$ cat config.mk
export PLATFORM = sky130hd
export DESIGN_NAME = seg_scan_driver_flat
export DESIGN_NICKNAME = d
export VERILOG_FILES = /design/src/rtl/seg_scan_driver_pkg.sv /design/src/rtl/seg_scan_driver_if.sv /design/src/rtl/seg_scan_driver_seg7_decoder.sv /design/src/rtl/seg_scan_driver.sv /design/src/flat_wrapper.sv
export SDC_FILE = /design/constraint.sdc
export NUM_CORES = 1
export LEC_CHECK = 0
export CORE_AREA = 2 2 96 98
export DETAILED_ROUTE_END_ITERATION = 16
export DIE_AREA = 0 0 98 100
export PLACE_DENSITY = 0.64
export SYNTH_ARGS = -nofsm -noshare
export SYNTH_HDL_FRONTEND = slang
export SYNTH_HIERARCHICAL = 1
export SYNTH_SLANG_ARGS = --single-unit
$ cat constraint.sdc
create_clock -name ck -period 3.7 [get_ports ck]
set_clock_uncertainty 0.15 [all_clocks]
set_input_delay 0.74 -clock ck [delete_from_list [all_inputs] [get_ports ck]]
set_output_delay 0.74 -clock ck [all_outputs]
set_load 0.02 [all_outputs]
$ cat src/rtl/seg_scan_driver_pkg.sv
// Shared constants, segment codes and FSM state type for the
// multiplexed four-digit seven-segment scan driver.
package seg_scan_driver_pkg;

  localparam int DIGITS    = 4;
  localparam int BCD_W     = 16;
  localparam int VALUE_W   = 14;
  localparam int MAX_VALUE = 9999;

  // Active-low cathode patterns, bit order {a,b,c,d,e,f,g}
  localparam logic [6:0] SEG_0     = 7'b0000001;
  localparam logic [6:0] SEG_1     = 7'b1001111;
  localparam logic [6:0] SEG_2     = 7'b0010010;
  localparam logic [6:0] SEG_3     = 7'b0000110;
  localparam logic [6:0] SEG_4     = 7'b1001100;
  localparam logic [6:0] SEG_5     = 7'b0100100;
  localparam logic [6:0] SEG_6     = 7'b0100000;
  localparam logic [6:0] SEG_7     = 7'b0001111;
  localparam logic [6:0] SEG_8     = 7'b0000000;
  localparam logic [6:0] SEG_9     = 7'b0000100;
  localparam logic [6:0] SEG_BLANK = 7'b1111111;

  typedef enum logic {
    IDLE  = 1'b0,
    SHIFT = 1'b1
  } state_t;

endpackage

$ cat src/rtl/seg_scan_driver_if.sv
// Load/busy handshake and display pins of the scan driver.
interface seg_scan_driver_if
  import seg_scan_driver_pkg::*;
  ();
  logic               load;
  logic [VALUE_W-1:0] value;
  logic               busy;
  logic [DIGITS-1:0]  an;
  logic [6:0]         seg;
  logic               dp;

  modport master (output load, value, input busy, an, seg, dp);
  modport slave  (input load, value, output busy, an, seg, dp);
endinterface

$ cat src/rtl/seg_scan_driver_seg7_decoder.sv
// Combinational BCD digit to active-low seven-segment decoder with blank control.
module seg7_decoder
  import seg_scan_driver_pkg::*;
  (
  input  logic [3:0] digit,
  input  logic       blank,
  output logic [6:0] seg
);

  always_comb begin
    seg = SEG_BLANK;
    if (!blank) begin
      case (digit)
        4'd0:    seg = SEG_0;
        4'd1:    seg = SEG_1;
        4'd2:    seg = SEG_2;
        4'd3:    seg = SEG_3;
        4'd4:    seg = SEG_4;
        4'd5:    seg = SEG_5;
        4'd6:    seg = SEG_6;
        4'd7:    seg = SEG_7;
        4'd8:    seg = SEG_8;
        4'd9:    seg = SEG_9;
        default: seg = SEG_BLANK;
      endcase
    end
  end

endmodule

$ cat src/rtl/seg_scan_driver.sv
// Four-digit multiplexed seven-segment driver: clamps a 14-bit value to 9999,
// converts it to BCD by shift-and-add-3 and scans the digits at CLK_DIV cycles per slot.
module seg_scan_driver
  import seg_scan_driver_pkg::*;
  #(
  parameter int CLK_DIV       = 50000,
  parameter bit BLANK_LEADING = 1'b1
) (
  input logic              ck,
  input logic              rst,
  seg_scan_driver_if.slave bus
);

  localparam int CNT_W = $clog2(CLK_DIV);
  localparam int SR_W  = BCD_W + VALUE_W;

  function automatic logic [VALUE_W-1:0] clamp_value(input logic [VALUE_W-1:0] v);
    return (v > VALUE_W'(MAX_VALUE)) ? VALUE_W'(MAX_VALUE) : v;
  endfunction

  function automatic logic [BCD_W-1:0] add3(input logic [BCD_W-1:0] b);
    logic [BCD_W-1:0] r;
    r = b;
    for (int i = 0; i < DIGITS; i++)
      if (b[4*i +: 4] >= 4'd5) r[4*i +: 4] = b[4*i +: 4] + 4'd3;
    return r;
  endfunction

  state_t            state;
  logic [SR_W-1:0]   sr;
  logic [SR_W-1:0]   sr_adj;
  logic [SR_W-1:0]   sr_nxt;
  logic [3:0]        shcnt;
  logic [BCD_W-1:0]  disp;
  logic              busy_q;

  logic [CNT_W-1:0]  cnt;
  logic [1:0]        idx;
  logic              lit;
  logic              tick;

  logic [3:0]        cur;
  logic [BCD_W-1:0]  upper;
  logic              blank;
  logic [6:0]        seg_w;

  always_comb begin
    sr_adj = {add3(sr[SR_W-1 -: BCD_W]), sr[VALUE_W-1:0]};
    sr_nxt = {sr_adj[SR_W-2:0], 1'b0};
  end

  // Conversion FSM: 14 shift cycles, result lands in disp as busy falls
  always_ff @(posedge ck or posedge rst) begin
    if (rst) begin
      state  <= IDLE;
      sr     <= '0;
      shcnt  <= '0;
      busy_q <= 1'b0;
      disp   <= '0;
    end else begin
      case (state)
        IDLE: begin
          if (bus.load) begin
            sr     <= {{BCD_W{1'b0}}, clamp_value(bus.value)};
            shcnt  <= '0;
            busy_q <= 1'b1;
            state  <= SHIFT;
          end
        end
        SHIFT: begin
          sr    <= sr_nxt;
          shcnt <= shcnt + 4'd1;
          if (shcnt == 4'(VALUE_W - 1)) begin
            state  <= IDLE;
            busy_q <= 1'b0;
            disp   <= sr_nxt[SR_W-1 -: BCD_W];
          end
        end
        default: state <= IDLE;
      endcase
    end
  end

  assign tick = (cnt == CNT_W'(CLK_DIV - 1));

  // Scan prescaler and digit index; lit stays low until the first tick
  always_ff @(posedge ck or posedge rst) begin
    if (rst) begin
      cnt <= '0;
      idx <= '0;
      lit <= 1'b0;
    end else if (tick) begin
      cnt <= '0;
      idx <= idx + 2'd1;
      lit <= 1'b1;
    end else begin
      cnt <= cnt + CNT_W'(1);
    end
  end

  always_comb begin
    cur   = disp[{idx, 2'b00} +: 4];
    upper = disp >> {idx, 2'b00};
    blank = !lit || (BLANK_LEADING && (idx != 2'd0) && (upper == '0));
  end

  seg7_decoder u_dec (
    .digit (cur),
    .blank (blank),
    .seg   (seg_w)
  );

  assign bus.busy = busy_q;
  assign bus.an   = lit ? ~(4'b0001 << idx) : 4'b1111;
  assign bus.seg  = seg_w;
  assign bus.dp   = 1'b1;

endmodule

$ cat src/flat_wrapper.sv
// flat-port wrapper written by rule: the top's interface ports become plain ports
module seg_scan_driver_flat import seg_scan_driver_pkg::*;
#(
  parameter int CLK_DIV       = 50000,
  parameter bit BLANK_LEADING = 1'b1
)
  (ck, rst, bus_load, bus_value, bus_busy, bus_an, bus_seg, bus_dp);
  seg_scan_driver_if bus_i ();
  input logic ck;
  input logic rst;
  input wire logic [$bits(bus_i.load)-1:0] bus_load;
  input wire logic [$bits(bus_i.value)-1:0] bus_value;
  output wire logic [$bits(bus_i.busy)-1:0] bus_busy;
  output wire logic [$bits(bus_i.an)-1:0] bus_an;
  output wire logic [$bits(bus_i.seg)-1:0] bus_seg;
  output wire logic [$bits(bus_i.dp)-1:0] bus_dp;
  assign bus_i.load = bus_load;
  assign bus_i.value = bus_value;
  assign bus_busy = bus_i.busy;
  assign bus_an = bus_i.an;
  assign bus_seg = bus_i.seg;
  assign bus_dp = bus_i.dp;
  seg_scan_driver #(.CLK_DIV(CLK_DIV), .BLANK_LEADING(BLANK_LEADING)) u_core (.ck(ck), .rst(rst), .bus(bus_i));
endmodule
==> flow_summary.yaml <==
outcome:
  status: "completed"
power_and_ir_drop:
  p_int_mw: 1.861
  netSwitchingPower_mw: 1.072
  p_seq_share_pct: 42.8
  comb_power_share_pct: 36.3
  total_leakage_power_nw: 1.909
  swShare_pct: 36.54
  total_power_mw: 2.933
  ir_drop_mv: 0.3320
  clkPwrFrac_pct: 20.9
  p_per_area_nw_per_um2: 664.1
logic_synthesis:
  synth_area_per_cell_sq_um: 10.09
  ys.warnings.count: 6
  synth_area_leaders: "dfrtp_1 (47%), ha_1 (6.6%), nand2_1 (4.5%)"
  synthArstFlopShare_pct: 100.0
  synth_seq_area_share_pct: 46.71
  synthCells: 377
  synthSimpleGateAreaFrac_pct: 18.42
  synth_flop_cell: "dfrtp_1"
  synth_nets: 414
  synthDominantCellAreaShare_pct: 46.71
  synthXorXnorAreaFrac_pct: 4.145
  yosys.area.top_type: "dfrtp_1"
  synth_top_family_by_area: "simple AND/OR/NAND/NOR gates"
  muxShareOfSynthArea_pct: 5.296
  netlist_area_sq_um: 3804
  synth_cell_type_count: 54
  synthAdderAreaFrac_pct: 6.579
  ys_seq_elements: 71
  synth-compound-area-share_pct: 14.47
  synth_edf_count: 0
worst_hold_path:
  holdPathEnd: "u_core/cnt[0]"
  min-delay-start: "u_core/cnt[0]"
  whs_path_depth: 1
  hp-class: "reg2reg"
worst_setup_path:
  reg2reg_from: "u_core/state"
  worstPathRequired_ns: 2.81
  slowest_delay_ns: 0.62
  ff2ff_path_depth: 5
  crit_path_start_kind: "flip-flop"
  critical-path-slowest-cell: "clkdlybuf4s50_1"
  r2r_end: "u_core/shcnt[3]"
  end_kind: "output pin"
  arrival_ns: 2.62
  crit_chain: "inv_1, ha_1, or4_1, o41ai_2, buf_4, o21bai_1, clkdlybuf4s50_1"
  crit_fanout: 7
  r2r_slack_ns: 1.67
  path_class: "reg2out"
detailed_routing:
  drt-wirelength-per-cell_microns: 14.19
  num_vias: 2814
  drt-initial-drc-count: 144
  drc_errors: 0
  vias_per_cell: 5.391
  drtPass1Iterations: 4
  ant_nets: 0
  drt-total-wl_microns: 7408
clock_tree:
  clock_latency_ns: 0.35
  cts.sink_count: 71
  numCtsBuffers: 9
  clk_path_buf_depth: 2
  cts_root_buf: "clkbuf_8"
  ctsHtreeMaxLevel: 3
  holdBufCountCts: 0
  cts_tree: "done"
  clk_pin_slew_ns: 0.07
  postCtsSetupBuffers: 0
final_layout:
  final_cell_mix: "dfrtp_1 (71), nand2_1 (46), o21ai_0 (31)"
  final_common_cell: "dfrtp_1"
  area_growth_pct: 16.09
  antenna_cells: 0
  final_area_sq_um: 4415
  num-nets-final: 443
  num-fill-cells: 833
  drive_gt1_share_pct: 12.65
global_route:
  grt_pass1_wl_microns: 13080
  grt-ovfl-total: 0
  grtUsageTotal_pct: 16.49
  grt_pass1_vias: 2784
  antenna_found_initial: 0
  grt_max_degree: 47
sta:
  slew_headroom_pct: 39.09
  finalCritPeriodShare_pct: 94.95
  setup_viol: 0
  report.final.slew_viol_count: 0
  tns_ns: 0
  finalHoldViolations: 0
  whs_ns: 0.3390
  tightest_slew_ns: 0.9137
  setup_ws_ns: 0.1869
  rsz0062_at_grt: "no"
  fmax_ghz: 0.2846
  layout_min_cycle_time_ns: 3.513
floorplan:
  dieArea_sq_um: 9800
  die_w_microns: 98
  core_area_sq_um: 8890
  ioPinCount: 30
  row_count: 35
  die_y_microns: 100
  start_util_pct: 42.79
place:
  place_hpwl_microns: 5190
  place.gp.congestion: 0.8638
  port-buffer-count: 28
  placed_area_sq_um: 4200
  place_ws_ns: 0.4071
run:
  cap_viol_max_count: 0
[layout make-up]
cell class                 count  area (sq um)  area share, %
clock buffer                  10         137.6          3.117
timing repair buffer          35         355.3          8.048
multi-input combinational    269          1872          42.39
clock inverter                 6         60.06          1.360
inverter                      20         75.07          1.700
tap                          111         138.9          3.145
sequential                    71          1777          40.24
[synth_stat cells, types with 3 or more instances]
cell type  instances
a21oi_1           21
a221o_1            4
and3_1             4
buf_1              4
buf_2              4
clkbuf_1           6
dfrtp_1           71
ha_1              20
inv_1             20
mux2_2             5
mux2i_1            4
mux4_2             4
nand2_1           46
nand2b_1           6
nand3_1            7
nand4_1            5
nor2_1            16
nor2b_1            3
nor3b_1           12
nor4_1             4
o21ai_0           31
o221a_2            6
o22ai_1           14
or3_1              7
xnor2_1           12
xor2_1             6
[kinds of logic after synthesis]
group | after synthesis
other cells | 1
xor+xnor | 18
simple gates | 127
flops | 71
compound gates | 89
mux | 14
buf+inv | 37
fa+ha+maj | 20
[state kept, by name (all words and copies together), names as in the netlist]
name,flops
u_core/bus.busy,1
u_core/cnt,16
u_core/disp,16
u_core/idx,2
u_core/lit,1
u_core/shcnt,4
u_core/sr,30
u_core/state,1
[worst max-delay path: cells and delay by family, from the launching register on]
family	cells	cell delay [ns]
AO/OA/AOI/OAI	2	0.40
adder cells (fa/ha/maj)	1	0.22
buffers and inverters	3	0.90
flip-flops	1	0.34
AND/OR/NAND/NOR	1	0.42
[per-stage QoR]
stage | utilization [%] | instances
finish | 49.67 | 522
global route | 49.67 | 522
CTS | 49.47 | 522
detailed placement | 47.25 | 506
global placement | 47.25 | 506
floorplan | - | 377
[what timing repair did]
item,4_1_cts,5_1_grt
setup endpoints to repair,0,7
resized for setup,0,5
hold endpoints to repair,0,0
[worst max-delay path by stage]
stage / startpoint / to / slack, ns / depth (start not counted)
after floorplan: u_core/idx[1] / bus_seg[3] / 0.22 / 7
after global placement: u_core/idx[0] / bus_seg[6] / 0.45 / 8
after detailed placement: u_core/idx[0] / bus_seg[1] / 0.41 / 8
after CTS: u_core/idx[0] / bus_seg[1] / 0.01 / 8
after global routing: u_core/idx[0] / bus_seg[2] / 0.007 / 8
final: u_core/idx[0] / bus_seg[5] / 0.19 / 7
[per-layer routing]
layer  GRT usage, %  wire [microns]
met1          21.81            3547
met4          5.769              89
met5              0               0
met3          3.830             312
met2          26.87            3459
[power groups by stage]
stage | Sequential (mW) | Clock, mW | Combinational (mW)
after floorplan | 1.19 | 0 | 0.873
after global placement | 1.26 | 0 | 1.02
final | 1.26 | 0.614 | 1.06
after detailed placement | 1.27 | 0 | 1.07
after CTS | 1.25 | 0.635 | 1.08
after global routing | 1.30 | 0.668 | 1.22
(Power assumes the default switching activity.)
